===== src/rtl/vga_tile_renderer.sv =====
// vga_tile_renderer: tile playfield renderer with ping-pong tagged row buffers, age-shaded body, flash border and blinking apple.
module vga_tile_renderer #(
  parameter int GAME_WIDTH   = 18,
  parameter int GAME_HEIGHT  = 13,
  parameter int TILE_SHIFT   = 5,
  parameter int COLOR_BITS   = 2,
  parameter int AGE_BITS     = 4,
  parameter int FLASH_FRAMES = 8,
  parameter int BLINK_SHIFT  = 4,
  localparam int XW = $clog2(GAME_WIDTH + 2),
  localparam int YW = $clog2(GAME_HEIGHT + 2)
) (
  input  logic                  clk,
  input  logic                  rst,
  input  logic                  visible_i,
  input  logic [9:0]            px_i,
  input  logic [9:0]            py_i,
  input  logic                  hsync_i,
  input  logic                  vsync_i,
  input  logic [XW-1:0]         head_x_i,
  input  logic [YW-1:0]         head_y_i,
  input  logic [XW-1:0]         apple_x_i,
  input  logic [YW-1:0]         apple_y_i,
  input  logic                  apple_valid_i,
  input  logic [XW-1:0]         seg_x_i,
  input  logic [YW-1:0]         seg_y_i,
  input  logic                  seg_first_i,
  input  logic                  seg_valid_i,
  input  logic                  failure_i,
  input  logic                  success_i,
  input  logic                  eat_i,
  input  logic                  colorblind_i,
  output logic [COLOR_BITS-1:0] r_o,
  output logic [COLOR_BITS-1:0] g_o,
  output logic [COLOR_BITS-1:0] b_o,
  output logic                  hsync_o,
  output logic                  vsync_o
);
  localparam int FW  = $clog2(FLASH_FRAMES + 1);
  localparam int FCW = BLINK_SHIFT + 1;
  localparam logic [XW-1:0] XLAST = XW'(GAME_WIDTH);
  localparam logic [XW-1:0] XMAX  = XW'(GAME_WIDTH + 1);
  localparam logic [YW-1:0] YMAX  = YW'(GAME_HEIGHT + 1);
  localparam logic [COLOR_BITS-1:0] CM = '1;

  typedef struct packed {
    logic                v;
    logic [YW-1:0]       tag;
    logic [AGE_BITS-1:0] age;
  } ent_t;

  ent_t                bank_q [2][GAME_WIDTH];
  logic                sel_q, sel_d;
  logic [YW-1:0]       ty_line_q, ty_line_d;
  logic [AGE_BITS-1:0] seg_idx_q, seg_idx_d, cur_idx;
  logic [FW-1:0]       flash_q, flash_d;
  logic [FCW-1:0]      frame_q, frame_d;
  logic [COLOR_BITS-1:0] r_q, g_q, b_q, r_d, g_d, b_d, gp, bp, sh, lvl;
  logic                hs_q, vs_q;
  logic [XW-1:0]       tx, rx, wx;
  logic [YW-1:0]       ty;
  logic [YW:0]         ty_nx;
  logic                line_start, frame_start, cap, in_x, in_area, border, head_hit, apple_hit, body;
  ent_t                rd;

  assign tx          = XW'(px_i >> TILE_SHIFT);
  assign ty          = YW'(py_i >> TILE_SHIFT);
  assign ty_nx       = {1'b0, ty} + 1'b1;
  assign line_start  = px_i == '0;
  assign frame_start = line_start && py_i == '0;

  // Bank swap only when the tile row changes, so captures for the next row land in the hidden bank
  assign sel_d     = (line_start && ty != ty_line_q) ? ~sel_q : sel_q;
  assign ty_line_d = line_start ? ty : ty_line_q;

  assign cur_idx   = seg_first_i ? '0 : seg_idx_q;
  assign seg_idx_d = (seg_valid_i && cur_idx != '1) ? cur_idx + 1'b1 : cur_idx;
  assign cap       = seg_valid_i && {1'b0, seg_y_i} == ty_nx && seg_x_i != '0 && seg_x_i <= XLAST;
  assign wx        = seg_x_i - 1'b1;

  assign flash_d = eat_i ? FW'(FLASH_FRAMES) : (frame_start && flash_q != '0) ? flash_q - 1'b1 : flash_q;
  assign frame_d = frame_start ? frame_q + 1'b1 : frame_q;

  assign in_x      = tx != '0 && tx <= XLAST;
  assign rx        = in_x ? tx - 1'b1 : '0;
  assign rd        = bank_q[sel_q][rx];
  assign in_area   = tx <= XMAX && ty <= YMAX;
  assign border    = tx == '0 || tx == XMAX || ty == '0 || ty == YMAX;
  assign head_hit  = tx == head_x_i && ty == head_y_i;
  assign apple_hit = apple_valid_i && tx == apple_x_i && ty == apple_y_i;
  // Stale entries from earlier rows fail the tag match and read as background
  assign body      = in_x && rd.v && rd.tag == ty;
  assign sh        = rd.age[AGE_BITS-1 -: COLOR_BITS];
  assign lvl       = (sh == CM) ? COLOR_BITS'(1) : CM - sh;

  always_comb begin
    r_d = '0;
    gp  = '0;
    bp  = '0;
    if (visible_i && in_area) begin
      if (head_hit && !failure_i) begin
        r_d = CM;
        gp  = CM >> 1;
      end else if (border) begin
        r_d = success_i ? '0 : CM;
        gp  = (success_i || !failure_i) ? CM : '0;
        bp  = (!success_i && !failure_i && flash_q == '0) ? CM : '0;
      end else if (apple_hit) begin
        r_d = (failure_i && frame_q[BLINK_SHIFT]) ? '0 : CM;
      end else if (body) begin
        gp  = lvl;
      end
    end
  end

  assign g_d = colorblind_i ? bp : gp;
  assign b_d = colorblind_i ? gp : bp;

  always_ff @(posedge clk or posedge rst) begin
    if (rst) begin
      sel_q     <= 1'b0;
      ty_line_q <= '0;
      seg_idx_q <= '0;
      flash_q   <= '0;
      frame_q   <= '0;
      r_q       <= '0;
      g_q       <= '0;
      b_q       <= '0;
      hs_q      <= 1'b1;
      vs_q      <= 1'b1;
    end else begin
      sel_q     <= sel_d;
      ty_line_q <= ty_line_d;
      seg_idx_q <= seg_idx_d;
      flash_q   <= flash_d;
      frame_q   <= frame_d;
      r_q       <= r_d;
      g_q       <= g_d;
      b_q       <= b_d;
      hs_q      <= hsync_i;
      vs_q      <= vsync_i;
    end
  end

  always_ff @(posedge clk or posedge rst) begin
    if (rst) begin
      for (int i = 0; i < GAME_WIDTH; i++) begin
        bank_q[0][i] <= '0;
        bank_q[1][i] <= '0;
      end
    end else if (cap) begin
      bank_q[~sel_q][wx] <= '{v: 1'b1, tag: seg_y_i, age: cur_idx};
    end
  end

  assign r_o     = r_q;
  assign g_o     = g_q;
  assign b_o     = b_q;
  assign hsync_o = hs_q;
  assign vsync_o = vs_q;
endmodule


===== config.mk =====
export PLATFORM = sky130hd
export DESIGN_NAME = vga_tile_renderer
export DESIGN_NICKNAME = d
export VERILOG_FILES = /design/src/rtl/vga_tile_renderer.sv
export SDC_FILE = /design/constraint.sdc
export NUM_CORES = 1
export LEC_CHECK = 0
export CAP_MARGIN = 40
export CORE_ASPECT_RATIO = 2
export CORE_MARGIN = 2
export CORE_UTILIZATION = 45
export DETAILED_ROUTE_END_ITERATION = 10
export GPL_ROUTABILITY_DRIVEN = 0
export GPL_TIMING_DRIVEN = 1
export PLACE_DENSITY = 0.72
export RECOVER_POWER = 50
export REMOVE_ABC_BUFFERS = 1
export SKIP_LAST_GASP = 1
export SYNTH_ARGS = -nofsm -noshare
export SYNTH_HDL_FRONTEND = slang
export SYNTH_SLANG_ARGS = --single-unit
export TNS_END_PERCENT = 10

===== constraint.sdc =====
create_clock -name clk -period 9.65 [get_ports clk]
set_input_delay 1.4475 -clock clk [delete_from_list [all_inputs] [get_ports clk]]
set_output_delay 1.4475 -clock clk [all_outputs]
set_load 0.01 [all_outputs]

==> run metrics <==
Clock Root Buffer clkbuf_16; antenna-violating nets left 0; Leak Pwr 7.484 nW; outcome finished, violations left; max-cap violations 2; post-synth cell types 81; final setup violating endpoints 0; Mapped Cells around 1200; CTS max path bufs 3; Inst Count DP 1570; DRC violations left 0; Synth Flop Type dfrtp_1; Min-Delay Path Class reg2reg; # IOs between 60 and 70; fraction of layout cells with a size suffix above 1 26.32%; PostCTS Resize Cnt 0; WL final between 30000 and 40000 microns; syn_area_per_cell ~12 sq um; fraction of registers with async set/reset 100.0%; Worst Setup Start Kind primary input; chip width 128.5 microns; Total GRT Usage 24.29%; largest net degree at the start of global routing 113; most common cell after layout, fill and taps aside dfrtp_1; crit-path max FO slightly below 70; vias in the first global route 10330; CP Data Required Time 9480 ps; Syn Std Cell Area 13940 sq um; Max H-tree Level 1; Peak VDD IR roughly 0.15 mV; Yosys top cell area share 49.35%; Final Hold Viols 0; most frequent cells in the layout 274 x dfrtp_1, 195 x mux2_2, 107 x nand2_1, 56 x o21ai_0, 52 x clkdlybuf4s50_1; Initial DRC Count 982; first drt pass iteration count 8; TritonCTS clock tree done; worst setup path startpoint rst; die area 32500 sq um; failing checks capacitance limit, slew limit; CTS sink cnt about 280; yosys warns 0; total power 0.002458 W; Layout area overhead 12.99%; slew margin rel. -141.5%; hold_buf cts 0; hold_sp bank_q[107]; nets@finish 1296; clock skew 13.29 ps; EDFF count, synth 0; Num CTS Buffers 26; final worst-path cycle share 60.67%; # fillers 2596; reg2reg start sel_q; Synth area leader dfrtp_1; power per cell area about 160 nW/um^2; IO buf count 66; core area between 30000 and 40000 sq um; ant diodes 0; Non-Filler Instances 1618; setup tns final 0 ps; Period minus WS final 5855 ps; vias per std cell 6.180; Synth Register Bits around 280; via count 10000; Initial Utilization 45.53%; clk_lat worst skew about 550 ps; Hold WS 463.8 ps; row count 91; setup bufs post-CTS 0; WP data arrival around 5700 ps; first-pass GRT wire length 60690 microns; Slew @ Worst Pin 3622 ps; Setup Crit Path Kind in2async; ranking of synthesized cells by area dfrtp_1 49%, mux2_2 16%, mux4_2 3.9%; global route total overflow 0; clock slew seen by the registers of the worst setup and hold paths 60 ps; RSZ-0062 raised after global routing false; HPWL after DPL between 20000 and 30000 microns; fraction of the yosys area taken by sequential cells 49.73%; CP Capture Type asynchronous set/reset pin; Die H 253.0 microns; routed len/inst 23.88 microns; Slew Viols, Final 106; highest clock rate between 150 and 200 MHz; initial antenna violation count 0
report_power, final:
part / total (W) / internal, W / switching, W / leakage [nW]
combinational: 0.000226 / 0.0000869 / 0.000140 / 3.22
clock: 0.00104 / 0.000600 / 0.000443 / 0.436
sequential: 0.00119 / 0.00118 / 0.0000121 / 3.83
flip-flops by register name (all words and copies together), names as in the netlist:
register and count:
r_o 1, flash_q 4, b_o 2, bank_q 252
hsync_o 1, ty_line_q 4, g_o 2, sel_q 1
seg_idx_q 4, frame_q 5, vsync_o 1
routing by layer:
layer	up-vias	track usage, %	share of wire [%]	wire, microns
met5	-	0	0	0
met2	531	39.97	48	18640
met3	137	3.909	7.7	2957
li1	4354	-	-	-
met4	0	12.81	5.7	2220
met1	4978	30.60	38	14820
logic make-up after synthesis:
kind of cell	Yosys count	synth area share, %
simple gates	322	11.94
flops	277	49.73
mux	271	23.39
compound gates	169	8.039
buf+inv	103	3.365
xor+xnor	42	2.638
fa+ha+maj	10	0.8973
layout make-up:
| class | instances | area [sq um] | area share (%) |
|---|---|---|---|
| Sequential cell | 277 | 6938 | 44.03 |
| Multi-Input combinational cell | 814 | 6541 | 41.52 |
| Timing Repair Buffer | 87 | 854.6 | 5.424 |
| Clock buffer | 38 | 797.0 | 5.058 |
| Tap cell | 372 | 465.4 | 2.954 |
| Clock inverter | 9 | 80.08 | 0.5082 |
| Inverter | 21 | 80.08 | 0.5082 |
worst max-delay path: stages:
cell and delay [ps]:
dlygate4sd3_1 540, clkinvlp_2 1000, clkbuf_1 2620
metrics by stage:
step / utilization, % / cell area, sq um / setup slack, ps
global placement: 48.31 / 14800 / 3762
floorplan: - / 13550 / 568.7
global route: 51.44 / 15760 / 2819
CTS: 51.48 / 15770 / 4084
detailed placement: 48.61 / 14890 / 3507
finish: 51.44 / 15760 / 3795
path summary, 6_finish.rpt:
path	end	slack, ps	cells past startpoint
max	bank_q[313]	3800	3
min	bank_q[107]	460	1
max reg2reg	b_o[0]	5810	10
min reg2reg	bank_q[107]	460	1
max in group clk	b_o[0]	3960	14
min in group asynchronous	bank_q[268]	1780	2
synthesized netlist by cell type (all sizes together) (3+ instances only):
cell,n
buf,33
a311oi,5
a311o,3
nand4,18
and2,13
nand3,25
nand2,107
nor2,51
o41ai,4
nand3b,3
nor3,17
a211oi,5
a31oi,4
and3,6
nor3b,3
mux2i,51
dfrtp,275
o211ai,11
a22o,3
o31ai,6
nand2b,26
nor2b,11
mux4,24
xor2,14
ha,10
a41oi,4
a2111oi,5
nor4,10
inv,19
o21ai,62
a221oi,5
or3,5
mux2,196
or2,20
clkbuf,49
xnor2,28
a21oi,27
Note: power is estimated with default switching activity, not from simulation.
